==> src/rtl/inv_stream_pkg.sv <==
// Shared definitions for the inverting stream stage: transform mode encodings.
package inv_stream_pkg;

  typedef enum logic [1:0] {
    MODE_PASS = 2'b00,
    MODE_INV  = 2'b01,
    MODE_MASK = 2'b10,
    MODE_ALT  = 2'b11
  } mode_e;

endpackage

==> src/rtl/inv_stream_fifo.sv <==
// Generic WIDTH x DEPTH synchronous FIFO with full/empty flags and async active-high reset.
module inv_stream_fifo #(
  parameter int unsigned WIDTH = 8,
  parameter int unsigned DEPTH = 2
) (
  input  logic             clk,
  input  logic             rst,
  input  logic             wr_en,
  input  logic [WIDTH-1:0] wr_data,
  input  logic             rd_en,
  output logic [WIDTH-1:0] rd_data,
  output logic             full,
  output logic             empty
);

  localparam int unsigned PTR_W = (DEPTH > 1) ? $clog2(DEPTH) : 1;
  localparam logic [PTR_W:0] FULL_OCC = (PTR_W + 1)'(DEPTH);

  logic [PTR_W-1:0] wr_ptr_q, rd_ptr_q;
  logic [PTR_W:0]   occ_q;
  logic [WIDTH-1:0] mem_q [DEPTH];
  logic             do_wr, do_rd;

  assign full  = (occ_q == FULL_OCC);
  assign empty = (occ_q == '0);
  assign do_wr = wr_en & ~full;
  assign do_rd = rd_en & ~empty;
  // Head is forced to zero when empty so stale entries never leak out.
  assign rd_data = empty ? '0 : mem_q[rd_ptr_q];

  always_ff @(posedge clk or posedge rst) begin
    if (rst) begin
      wr_ptr_q <= '0;
      rd_ptr_q <= '0;
      occ_q    <= '0;
    end else begin
      if (do_wr) wr_ptr_q <= wr_ptr_q + 1'b1;
      if (do_rd) rd_ptr_q <= rd_ptr_q + 1'b1;
      unique case ({do_wr, do_rd})
        2'b10:   occ_q <= occ_q + 1'b1;
        2'b01:   occ_q <= occ_q - 1'b1;
        default: occ_q <= occ_q;
      endcase
    end
  end

  always_ff @(posedge clk) begin
    if (do_wr) mem_q[wr_ptr_q] <= wr_data;
  end

endmodule

==> src/rtl/inv_stream_stage.sv <==
// Registered streaming stage applying a per-beat selectable bit inversion, with an output
// buffer and a saturating count of inverted beats.
module inv_stream_stage
  import inv_stream_pkg::*;
#(
  parameter int unsigned WIDTH = 8,
  parameter int unsigned DEPTH = 2,
  parameter int unsigned CNT_W = 16
) (
  input  logic             clk,
  input  logic             rst,
  input  logic [1:0]       mode,
  input  logic [WIDTH-1:0] mask_in,
  input  logic             mask_load,
  input  logic [WIDTH-1:0] in_data,
  input  logic             in_valid,
  output logic             in_ready,
  output logic [WIDTH-1:0] out_data,
  output logic             out_valid,
  input  logic             out_ready,
  output logic [CNT_W-1:0] inv_count
);

  logic [WIDTH-1:0] mask_q;
  logic             phase_q;
  logic [WIDTH-1:0] eff_mask;
  logic             full, empty, accept, pop;
  mode_e            mode_sel;

  assign mode_sel  = mode_e'(mode);
  assign in_ready  = ~full;
  assign out_valid = ~empty;
  assign accept    = in_valid & in_ready;
  assign pop       = out_valid & out_ready;

  always_comb begin
    eff_mask = '0;
    unique case (mode_sel)
      MODE_PASS: eff_mask = '0;
      MODE_INV:  eff_mask = '1;
      MODE_MASK: eff_mask = mask_q;
      MODE_ALT:  eff_mask = phase_q ? '0 : '1;
      default:   eff_mask = '0;
    endcase
  end

  // A mask load coinciding with an accept takes effect only for later beats.
  always_ff @(posedge clk or posedge rst) begin
    if (rst) begin
      mask_q    <= '0;
      phase_q   <= 1'b0;
      inv_count <= '0;
    end else begin
      if (mask_load) mask_q <= mask_in;
      if (accept && (mode_sel == MODE_ALT)) phase_q <= ~phase_q;
      if (accept && (eff_mask != '0) && (inv_count != '1)) inv_count <= inv_count + 1'b1;
    end
  end

  inv_stream_fifo #(
    .WIDTH (WIDTH),
    .DEPTH (DEPTH)
  ) u_fifo (
    .clk     (clk),
    .rst     (rst),
    .wr_en   (accept),
    .wr_data (in_data ^ eff_mask),
    .rd_en   (pop),
    .rd_data (out_data),
    .full    (full),
    .empty   (empty)
  );

endmodule

==> config.mk <==
export PLATFORM = sky130hd
export DESIGN_NAME = inv_stream_stage
export DESIGN_NICKNAME = d
export VERILOG_FILES = /design/src/rtl/inv_stream_pkg.sv /design/src/rtl/inv_stream_fifo.sv /design/src/rtl/inv_stream_stage.sv
export SDC_FILE = /design/constraint.sdc
export NUM_CORES = 1
export LEC_CHECK = 0
export CELL_PAD_IN_SITES_DETAIL_PLACEMENT = 0
export CELL_PAD_IN_SITES_GLOBAL_PLACEMENT = 1
export CORE_UTILIZATION = 25
export CTS_CLUSTER_SIZE = 14
export DETAILED_ROUTE_END_ITERATION = 10
export DONT_BUFFER_PORTS = 1
export GPL_TIMING_DRIVEN = 0
export PLACE_DENSITY_LB_ADDON = 0.25
export SYNTH_ARGS = -nofsm -noshare
export SYNTH_HDL_FRONTEND = slang
export SYNTH_SLANG_ARGS = --single-unit
==> constraint.sdc <==
create_clock -name clk -period 2.2 [get_ports clk]
set_input_delay 0.11 -clock clk [delete_from_list [all_inputs] [get_ports clk]]
set_output_delay 0.11 -clock clk [all_outputs]
set_load 0.05 [all_outputs]
# [Word level (Yosys, flattened, before mapping)]
# Memories as Yosys holds them, arrays and structs flattened.
# Cells that the tools add are included.
# Widths: inputs -> output; s select.
[op_classes] muxes=6 addsub=5 n_reduce_logical=7 bitwise=8 n_eq_ne=7
[ops] operator="$pmux 8 s4" count=1
[ops] operator="$add 16x1->16 const B" count=1
[ops] operator="$mux 8" count=2
[ops] operator="$ne 16x16->1 const B" count=1
[ops] operator="$eq 2x2->1 const B" count=4
[ops] operator="$reduce_bool 8->1" count=1
[ops] operator="$xor 8x8->8" count=1
[ops] operator="$and 1x1->1" count=4
[ops] operator="$eq 2x1->1 const B" count=2
[ops] operator="$logic_not 2->1" count=2
[ops] operator="$pmux 2 s2" count=1
[ops] operator="$logic_and 1x1->1" count=3
[ops] operator="$not 1->1" count=3
[ops] operator="$add 1x1->1 const B" count=2
[ops] operator="$add 2x1->2 const B" count=1
[ops] operator="$mux 1" count=2
[ops] operator="$reduce_bool 2->1" count=1
[ops] operator="$sub 2x1->2 const B" count=1
[totals] output_inout_bits=26 mem_count=1 ramBits=16 reg_bits=29
[memory_table] memory="u_fifo.mem_q" depth=2 word_bits=8 rd=1 rd_clocked_by_memory_dff=0 wr=1 line="inv_stream_fifo.sv:21" rtl="logic [WIDTH-1:0] mem_q [DEPTH];"

# [Logic depth before layout (Yosys ltp)]
# Gate-level depths: netlist of the first run.
[depth] depth_word=6 mapped_depth=7 ltp_nobuf=6

# [Modules after synthesis]
# Synthesis of the first run repeated with hierarchy kept, for this count alone.
[hier_totals] hier_cells=186 area_unflattened_um2=2307.2
[by_module_without_submodules] mod="inv_stream_stage" area_per_inst_um2=1508.9 cells_per_inst=134 n_inst=1
[by_module_without_submodules] mod="inv_stream_fifo" area_per_inst_um2=798.3 cells_per_inst=52 n_inst=1

# [Worst setup path before layout of the first run]
# Ideal clock, no wire load.
[synth_timing] kind="register to register" from="register inv_count[0]" to="register inv_count[9]" n_path_buf=0 path_slack_ns=-0.275 period_less_slack_ns=2.475 arrival_ns=2.329 stages_incl_launch_ff=7 setup_time_ns=0.146 path_cell_list="dfrtp_1 ha_1 nand4_1 nor4_2 or2b_2 nor3_1 xor2_1"
[synth_via] elab_chain_len=2
[synth_lines] element="start, declared" line="inv_stream_stage.sv:21" rtl="output logic [CNT_W-1:0] inv_count"
[synth_lines] element="start signal, assigned" line="inv_stream_stage.sv:56" rtl="if (accept && (eff_mask != '0) && (inv_count != '1)) inv_count <= inv_count + 1'b1;"
[synth_lines] element="parallel branches: the longest is 2 deep, another holds $add 16x1->16"
# Several ways; the timed one is not identified.
# A chain may end at the register's enable or synchronous reset.

# [Final worst setup path of the first run]
[layout_timing] from="register u_fifo.occ_q[1]" to="register inv_count[15]"
[layout_via] elab_chain_len=5
[layout_lines] element="start, declared" line="inv_stream_fifo.sv:20" rtl="logic [PTR_W:0] occ_q;"
[layout_lines] element="start signal, assigned" line="inv_stream_fifo.sv:40" rtl="2'b10: occ_q <= occ_q + 1'b1;"
[layout_lines] element="start signal, assigned" line="inv_stream_fifo.sv:41" rtl="2'b01: occ_q <= occ_q - 1'b1;"
[layout_lines] element="start signal, assigned" line="inv_stream_fifo.sv:42" rtl="default: occ_q <= occ_q;"
[layout_lines] element="$eq 2x2->1" line="inv_stream_fifo.sv:24" rtl="assign full = (occ_q == FULL_OCC);"
[layout_lines] element="$not 1->1" line="inv_stream_stage.sv:31" rtl="assign in_ready = ~full;"
[layout_lines] element="net in_ready" line="inv_stream_stage.sv:17" rtl="output logic in_ready,"
[layout_lines] element="$and 1x1->1" line="inv_stream_stage.sv:33" rtl="assign accept = in_valid & in_ready;"
[layout_lines] element="$logic_and 1x1->1 (2 in a row)" line="inv_stream_stage.sv:56"
# The timed path passes the listed nets, and every way through them passes these cells.

==> results of run 1 <==
==> state kept, by name, summed over array words and instances, names as in the netlist <==
register and count:
inv_count 16, u_fifo.occ_q 2, u_fifo.wr_ptr_q 1, mask_q 8, phase_q 1, u_fifo.rd_ptr_q 1, u_fifo.mem_q 16
==> cell usage in the layout, fill, tap and decap left out, types with 2 or more instances in the layout <==
master and n:
nand2_1 7, ha_1 2, clkbuf_1 4, buf_4 7
edfxtp_1 16, xor2_1 22, nor2_2 7, nor2_1 18
mux2i_1 8, inv_1 3, and3_1 2, mux2_2 11
a21oi_1 8, dfrtp_2 10, nor3_1 2, xnor2_1 5
clkbuf_8 5, nor3_2 6, dfrtp_1 19, or3_1 2
dlygate4sd3_1 10, nor4_4 3, nand4_1 5, nand3_1 4
==> what timing repair did <==
item,CTS,global route
buffers inserted,5,2
setup endpoints to repair,16,22
resized for setup,7,19
cloned,0,0
hold buffers,9,1
pin swaps,2,3
endpoints found under the hold margin,10,12
==> cell type report <==
| type | count | area [um2] |
|---|---|---|
| repair buffers | 18 | 180 |
| clock buffers | 5 | 68.8 |
| flip-flops and latches | 45 | 1220 |
| fillers | 832 | 5570 |
| inverters | 3 | 11.3 |
| multi-input cells | 123 | 958 |
| well taps | 105 | 131 |
| clock inverters | 3 | 48.8 |
| plain buffers | 6 | 31.3 |
==> metrics by stage <==
stage / utilization, % / instance area, um2 / hold slack (ns)
3_5_place_dp: 27.7 / 2280 / 0.265
2_1_floorplan: - / 2150 / 0.188
5_1_grt: 32.2 / 2650 / 0.0237
3_3_place_gp: 27.7 / 2280 / 0.262
4_1_cts: 31.0 / 2540 / 0.0232
6_report: 32.2 / 2650 / 0.0315
==> cells in the mapped netlist, types with 4 or more instances <==
cell | n | area [um2]
a21oi_1 | 8 | 40.0
clkbuf_1 | 4 | 15.0
dfrtp_1 | 29 | 726
nor3_1 | 8 | 40.0
edfxtp_1 | 16 | 480
mux2_2 | 11 | 124
nand3_1 | 4 | 20.0
nand2_1 | 7 | 26.3
xnor2_1 | 5 | 43.8
mux2i_1 | 8 | 80.1
xor2_1 | 22 | 193
nor2_1 | 25 | 93.8
nand4_1 | 5 | 31.3
==> power by group through the flow <==
stage                     Combinational, mW  Clock [mW]  Sequential [mW]
after floorplan                       0.908           0             1.40
final                                  1.12       0.645             1.42
after global placement                 1.02           0             1.43
after global routing                   1.21       0.689             1.45
after detailed placement               1.03           0             1.43
after CTS                              1.09       0.672             1.41
==> cell families (layout without fill, tap and decap cells) <==
logic type | count (synthesis) | in the layout | synth area share, %
simple gates | 67 | 67 | 17.5
flops | 45 | 45 | 56.5
xor+xnor | 27 | 27 | 11.1
mux | 19 | 19 | 9.56
buf+inv | 10 | 35 | 2.23
compound gates | 8 | 8 | 1.88
fa+ha+maj | 2 | 2 | 1.17
==> per-layer routing <==
metal  vias up  routed length (um)  GRT usage [%]
met5         -                   0              0
met4         0                  70           3.46
met3         5                 229           3.46
met2        27                1940           14.1
met1       623                2150           14.8
li1        673                   -              -
==> worst paths after layout <==
kind | startpoint | to | slack, ns | cells past startpoint
hold / removal | in_data[3] | u_fifo.mem_q[1][3] | 0.03 | 1
setup reg to reg | u_fifo.occ_q[1] | inv_count[15] | 0.08 | 5
min in group asynchronous | rst | inv_count[10] | 0.31 | 2
setup / recovery | u_fifo.occ_q[1] | inv_count[15] | 0.08 | 5
hold reg to reg | phase_q | phase_q | 0.47 | 1
max in group asynchronous | rst | inv_count[9] | 1.38 | 3
==> results.py, run 1 <==
metrics = {
    "timing": {
        "finalHoldViolCount": 0,
        "setup_violations": 0,
        "maxSlewHeadroom_pct": 40.4,
        "timing.fmax_mhz": 471,
        "setup_tns_ns": 0,
        "rsz0062_at_grt": "yes",
        "slew_viol_final": 0,
        "finalCriticalPeriod_ns": 2.12,
        "tightest_slew_ns": 0.891,
        "finalWorstSetupSlack_ns": 0.0771,
        "finClkSkew_ns": 0.0121,
        "period_share_pct": 96.5,
    },
    "flow_run": {
        "drv_cap": 0,
    },
    "cells_and_area": {
        "post_route_cells_drive_above_1_share_pct": 30.0,
        "antenna_cells": 0,
        "nets": 227,
        "area_delta_synth_final_pct": 24.2,
        "final_cells": 308,
    },
    "detailed_routing": {
        "first_pass_iters": 4,
        "viasPerCell": 4.31,
        "via_count": 1328,
        "wl_um": 4390,
        "ant_nets": 0,
        "routedWlPerCell_um": 14.2,
        "drc": 0,
        "drt_iter0_drc": 18,
    },
    "worst_setup_path": {
        "worst_setup_path_end_kind": "flop",
        "cp.arrival_ns": 2.30,
        "worstSetupPathType": "reg2reg",
        "worstSetupStartpointType": "flop",
        "path_delay_family": "simple AND/OR/NAND/NOR gates",
        "slowest_delay_ns": 0.60,
        "path_buf_inv": 0,
        "crit_slowest_cell": "or4_4",
        "crit_chain": "or2b_4 > nand2_4 > or4_4 > nor3_1 > mux2_2",
        "critPathMaxFanout": 6,
        "required_ns": 2.38,
    },
    "clock_network": {
        "cts_root_buf": "clkbuf_8",
        "htree_num_levels": 2,
        "worstSkewPairLatency_ns": 0.30,
        "cts_tree": "built",
        "clockBufferDepth": 2,
        "clkTransAtPathRegs_ns": 0.09,
        "numCtsBuffers": 5,
        "clock-sinks": 45,
    },
    "pwr": {
        "power_density_nw_per_um2": 1200,
        "swShare_pct": 44.4,
        "power_mw": 3.18,
        "p_int_mw": 1.77,
        "ir_worst_vdd_uv": 571,
        "sequentialPowerShare_pct": 44.6,
        "p_leak_nw": 1.07,
        "power_frac_clock_pct": 20.3,
        "switchingPower_mw": 1.41,
        "power_frac_comb_pct": 35.1,
    },
    "yosys": {
        "syn_area_per_cell_um2": 12.0,
        "synthArstFlopShare_pct": 64.4,
        "synthFlopType": "dfrtp_1",
        "syn_inst": 178,
        "synth_edf_count": 16,
        "ys_ff_latch": 45,
        "yosys_warnings": 0,
        "yosys.cell_types.count": 29,
        "ys_seq_area_share_pct": 56.5,
        "syn_nets": 203,
        "netlist_area_um2": 2130,
    },
    "global_route": {
        "grt_pass1_wl_um": 6800,
        "grt_max_degree": 30,
        "antenna_found_initial": 0,
        "grt_pass1_vias": 1248,
        "grt_usage_pct": 10.2,
        "grt_overflow_total": 0,
    },
    "placement": {
        "routabilityCongestion": 0.679,
        "preCtsSetupSlack_ns": -0.316,
        "numPortBuffers": 0,
        "place_inst": 283,
        "hpwl_um": 3040,
    },
    "floorplanning": {
        "num_io_pins": 49,
        "die-area_um2": 8910,
        "die_w_um": 94.4,
        "num_rows": 33,
        "start_util_pct": 26.0,
        "core-area_um2": 8220,
        "die_y_um": 94.4,
    },
    "min_path": {
        "hp-class": "in2reg",
    },
    "run_status": {
        "status": "complete, no violations",
    },
}
(Power assumes the default switching activity.)
==> run 2, diff against run 1 <==
--- a/config.mk
+++ b/config.mk
@@ -15,4 +15,5 @@
 export PLACE_DENSITY_LB_ADDON = 0.25
 export SYNTH_ARGS = -nofsm -noshare
 export SYNTH_HDL_FRONTEND = slang
+export SYNTH_HIERARCHICAL = 1
 export SYNTH_SLANG_ARGS = --single-unit
==> constraint.sdc (replaced) <==
create_clock -name clk -period 2.2 [get_ports clk]
set_input_delay 0.33 -clock clk [delete_from_list [all_inputs] [get_ports clk]]
set_output_delay 0.33 -clock clk [all_outputs]
set_load 0.05 [all_outputs]
==> run 2 against run 1 <==
Against the previous run:
- the run now ends with design-rule violations left
- clock power down 18%
- die area up 8.0%
- total power down 2.1%
- routed wire length up 3.4%
- clock-buffer cell count unchanged
- first-iteration DRC count up 94%
- sequential share of layout area up 1.6 points
- via count up 2.8%
- fmax up 1.4%
- flip-flop and latch count unchanged
- combinational power about the same
- largest power group unchanged
- highest routed layer unchanged
==> results.py, run 2 <==
metrics = {
    "cells_and_area": {
        "final_common_cell": "xor2_1",
        "final_cells": 303,
        "area_delta_synth_final_pct": 11.6,
        "final_util_pct": 29.1,
        "reg_top3": "inv_count x16, u_fifo/mem_q x16, mask_q x8",
        "nets": 219,
        "fin_area_um2": 2570,
        "antenna_cells": 0,
        "mostFrequentLayoutCells": "xor2_1, nor2_1, dfrtp_2, edfxtp_1, dfrtp_1",
        "post_route_cells_drive_above_1_share_pct": 29.2,
    },
    "timing": {
        "timing.fmax_mhz": 478,
        "hold_ws_ns": 0.165,
        "finalCriticalPeriod_ns": 2.09,
        "setup_tns_ns": 0,
        "period_share_pct": 95.1,
        "slew_viol_final": 0,
        "rsz0062_at_grt": "no",
        "maxSlewHeadroom_pct": 31.2,
        "tightest_slew_ns": 1.03,
        "finClkSkew_ns": 0.0101,
        "finalWorstSetupSlack_ns": 0.107,
        "setup_violations": 0,
        "finalHoldViolCount": 0,
    },
    "pwr": {
        "power_density_nw_per_um2": 1210,
        "power_mw": 3.11,
        "p_leak_nw": 1.01,
        "ir_worst_vdd_uv": 328,
    },
    "yosys": {
        "syn_area_per_cell_um2": 12.4,
        "ys_seq_area_share_pct": 52.3,
        "synthFlopType": "dfrtp_1",
        "ys_ff_latch": 45,
        "yosysTopAreaCellShare_pct": 31.5,
        "syn_inst": 186,
        "netlist_area_um2": 2310,
        "yosys.cell_types.count": 40,
        "yosys-top-cells-count": "dfrtp_1, xor2_1, nor2_1",
        "yosys_warnings": 6,
        "synth_most_common_cell": "dfrtp_1",
        "syn_nets": 211,
        "synthArstFlopShare_pct": 64.4,
        "synthTopCellsByArea": "dfrtp_1, edfxtp_1, xor2_1",
        "synth_top_cell_by_area": "dfrtp_1",
        "synth_edf_count": 16,
    },
    "clock_network": {
        "clkTransAtPathRegs_ns": 0.10,
        "cts_root_buf": "clkbuf_8",
        "cts_tree": "built",
        "clock-sinks": 45,
        "numCtsBuffers": 5,
        "clockBufferDepth": 2,
        "worstSkewPairLatency_ns": 0.30,
        "htree_num_levels": 2,
    },
    "detailed_routing": {
        "ant_nets": 0,
        "via_count": 1365,
        "drc": 1,
        "first_pass_iters": 6,
        "drt_iter0_drc": 35,
        "viasPerCell": 4.50,
        "routedWlPerCell_um": 15.0,
        "wl_um": 4540,
    },
    "floorplanning": {
        "die_w_um": 98.1,
        "die_y_um": 98.1,
        "die-area_um2": 9620,
        "start_util_pct": 26.1,
        "num_io_pins": 49,
        "core-area_um2": 8850,
        "num_rows": 34,
    },
    "worst_setup_path": {
        "required_ns": 2.39,
        "critPathMaxFanout": 10,
        "rrSetupSlack_ns": 0.11,
        "crit_slowest_cell": "dfrtp_2",
        "worst_setup_path_end_kind": "flop",
        "worstSetupPathType": "reg2reg",
        "crit_chain": "ha_1 > nand3_2 > o41ai_4 > buf_6 > a21oi_4 > mux2_4",
        "path_buf_inv": 1,
        "cp.arrival_ns": 2.28,
        "path_delay_family": "flip-flops",
        "slowest_delay_ns": 0.57,
        "worstSetupStartpointType": "flop",
    },
    "placement": {
        "preCtsSetupSlack_ns": -0.0940,
        "placed_cell_area_um2": 2440,
        "hpwl_um": 3400,
        "place_inst": 294,
        "routabilityCongestion": 0.698,
        "numPortBuffers": 0,
    },
    "global_route": {
        "grt_max_degree": 26,
        "grt_usage_pct": 10.4,
        "antenna_found_initial": 0,
        "grt_pass1_vias": 1395,
        "grt_pass1_wl_um": 7620,
        "grt_overflow_total": 0,
    },
    "flow_run": {
        "drv_cap": 0,
    },
    "run_status": {
        "status": "complete, but fails checks",
        "violations": "design-rule violations",
    },
    "min_path": {
        "hp-class": "in2async",
    },
}
[run 2: worst register-to-register path, cell delays in order (launching register included)]
cell,delay (ns)
dfrtp_2,0.57
ha_1,0.26
nand3_2,0.19
o41ai_4,0.38
buf_6,0.24
a21oi_4,0.06
mux2_4,0.29
[run 2: area by class of cell]
class / instances / area (um2)
buffer: 8 / 55.1
clock inverter: 3 / 25.0
clock buffer: 5 / 68.8
multi-input combinational: 123 / 1020
tap: 108 / 135
timing repair buffer: 1 / 10.0
inverter: 10 / 37.5
fill: 932 / 6270
sequential: 45 / 1230
[run 2: logic make-up (layout without fill, tap and decap cells)]
family	after synthesis	count (layout)	share of synthesized area (%)
mux	17	17	8.03
simple gates	49	49	11.4
flops	45	45	52.3
buf+inv	18	27	4.01
compound gates	26	26	12.1
fa+ha+maj	2	2	1.08
xor+xnor	29	29	11.0
[run 2: worst paths after layout]
kind / from / end / cells after the start
max in group asynchronous: rst / inv_count[11] / 1
worst max-delay path: inv_count[1] / inv_count[1] / 6
worst max register to register: inv_count[1] / inv_count[1] / 6
min in group clk: mask_in[7] / mask_q[7] / 1
worst min register to register: phase_q / phase_q / 1
worst min-delay path: rst / inv_count[13] / 1
[run 2: routing by layer]
layer,GRT usage (%),wire length (um),vias to the layer above
li1,-,-,677
met5,0,0,-
met4,4.20,77,0
met1,13.7,2140,651
met3,3.29,271,6
met2,15.7,2050,31
[run 2: what timing repair did]
item	CTS	global route
endpoints found under the setup margin	8	12
pin swaps	1	0
buffers inserted	0	0
hold endpoints to repair	4	0
resized for setup	11	5
hold buffers	1	0
[run 2: report_power, final]
| group | internal, mW | leakage, nW | switching (mW) |
|---|---|---|---|
| combinational | 0.315 | 0.486 | 0.829 |
| clock | 0.229 | 0.0447 | 0.299 |
| sequential | 1.10 | 0.483 | 0.343 |
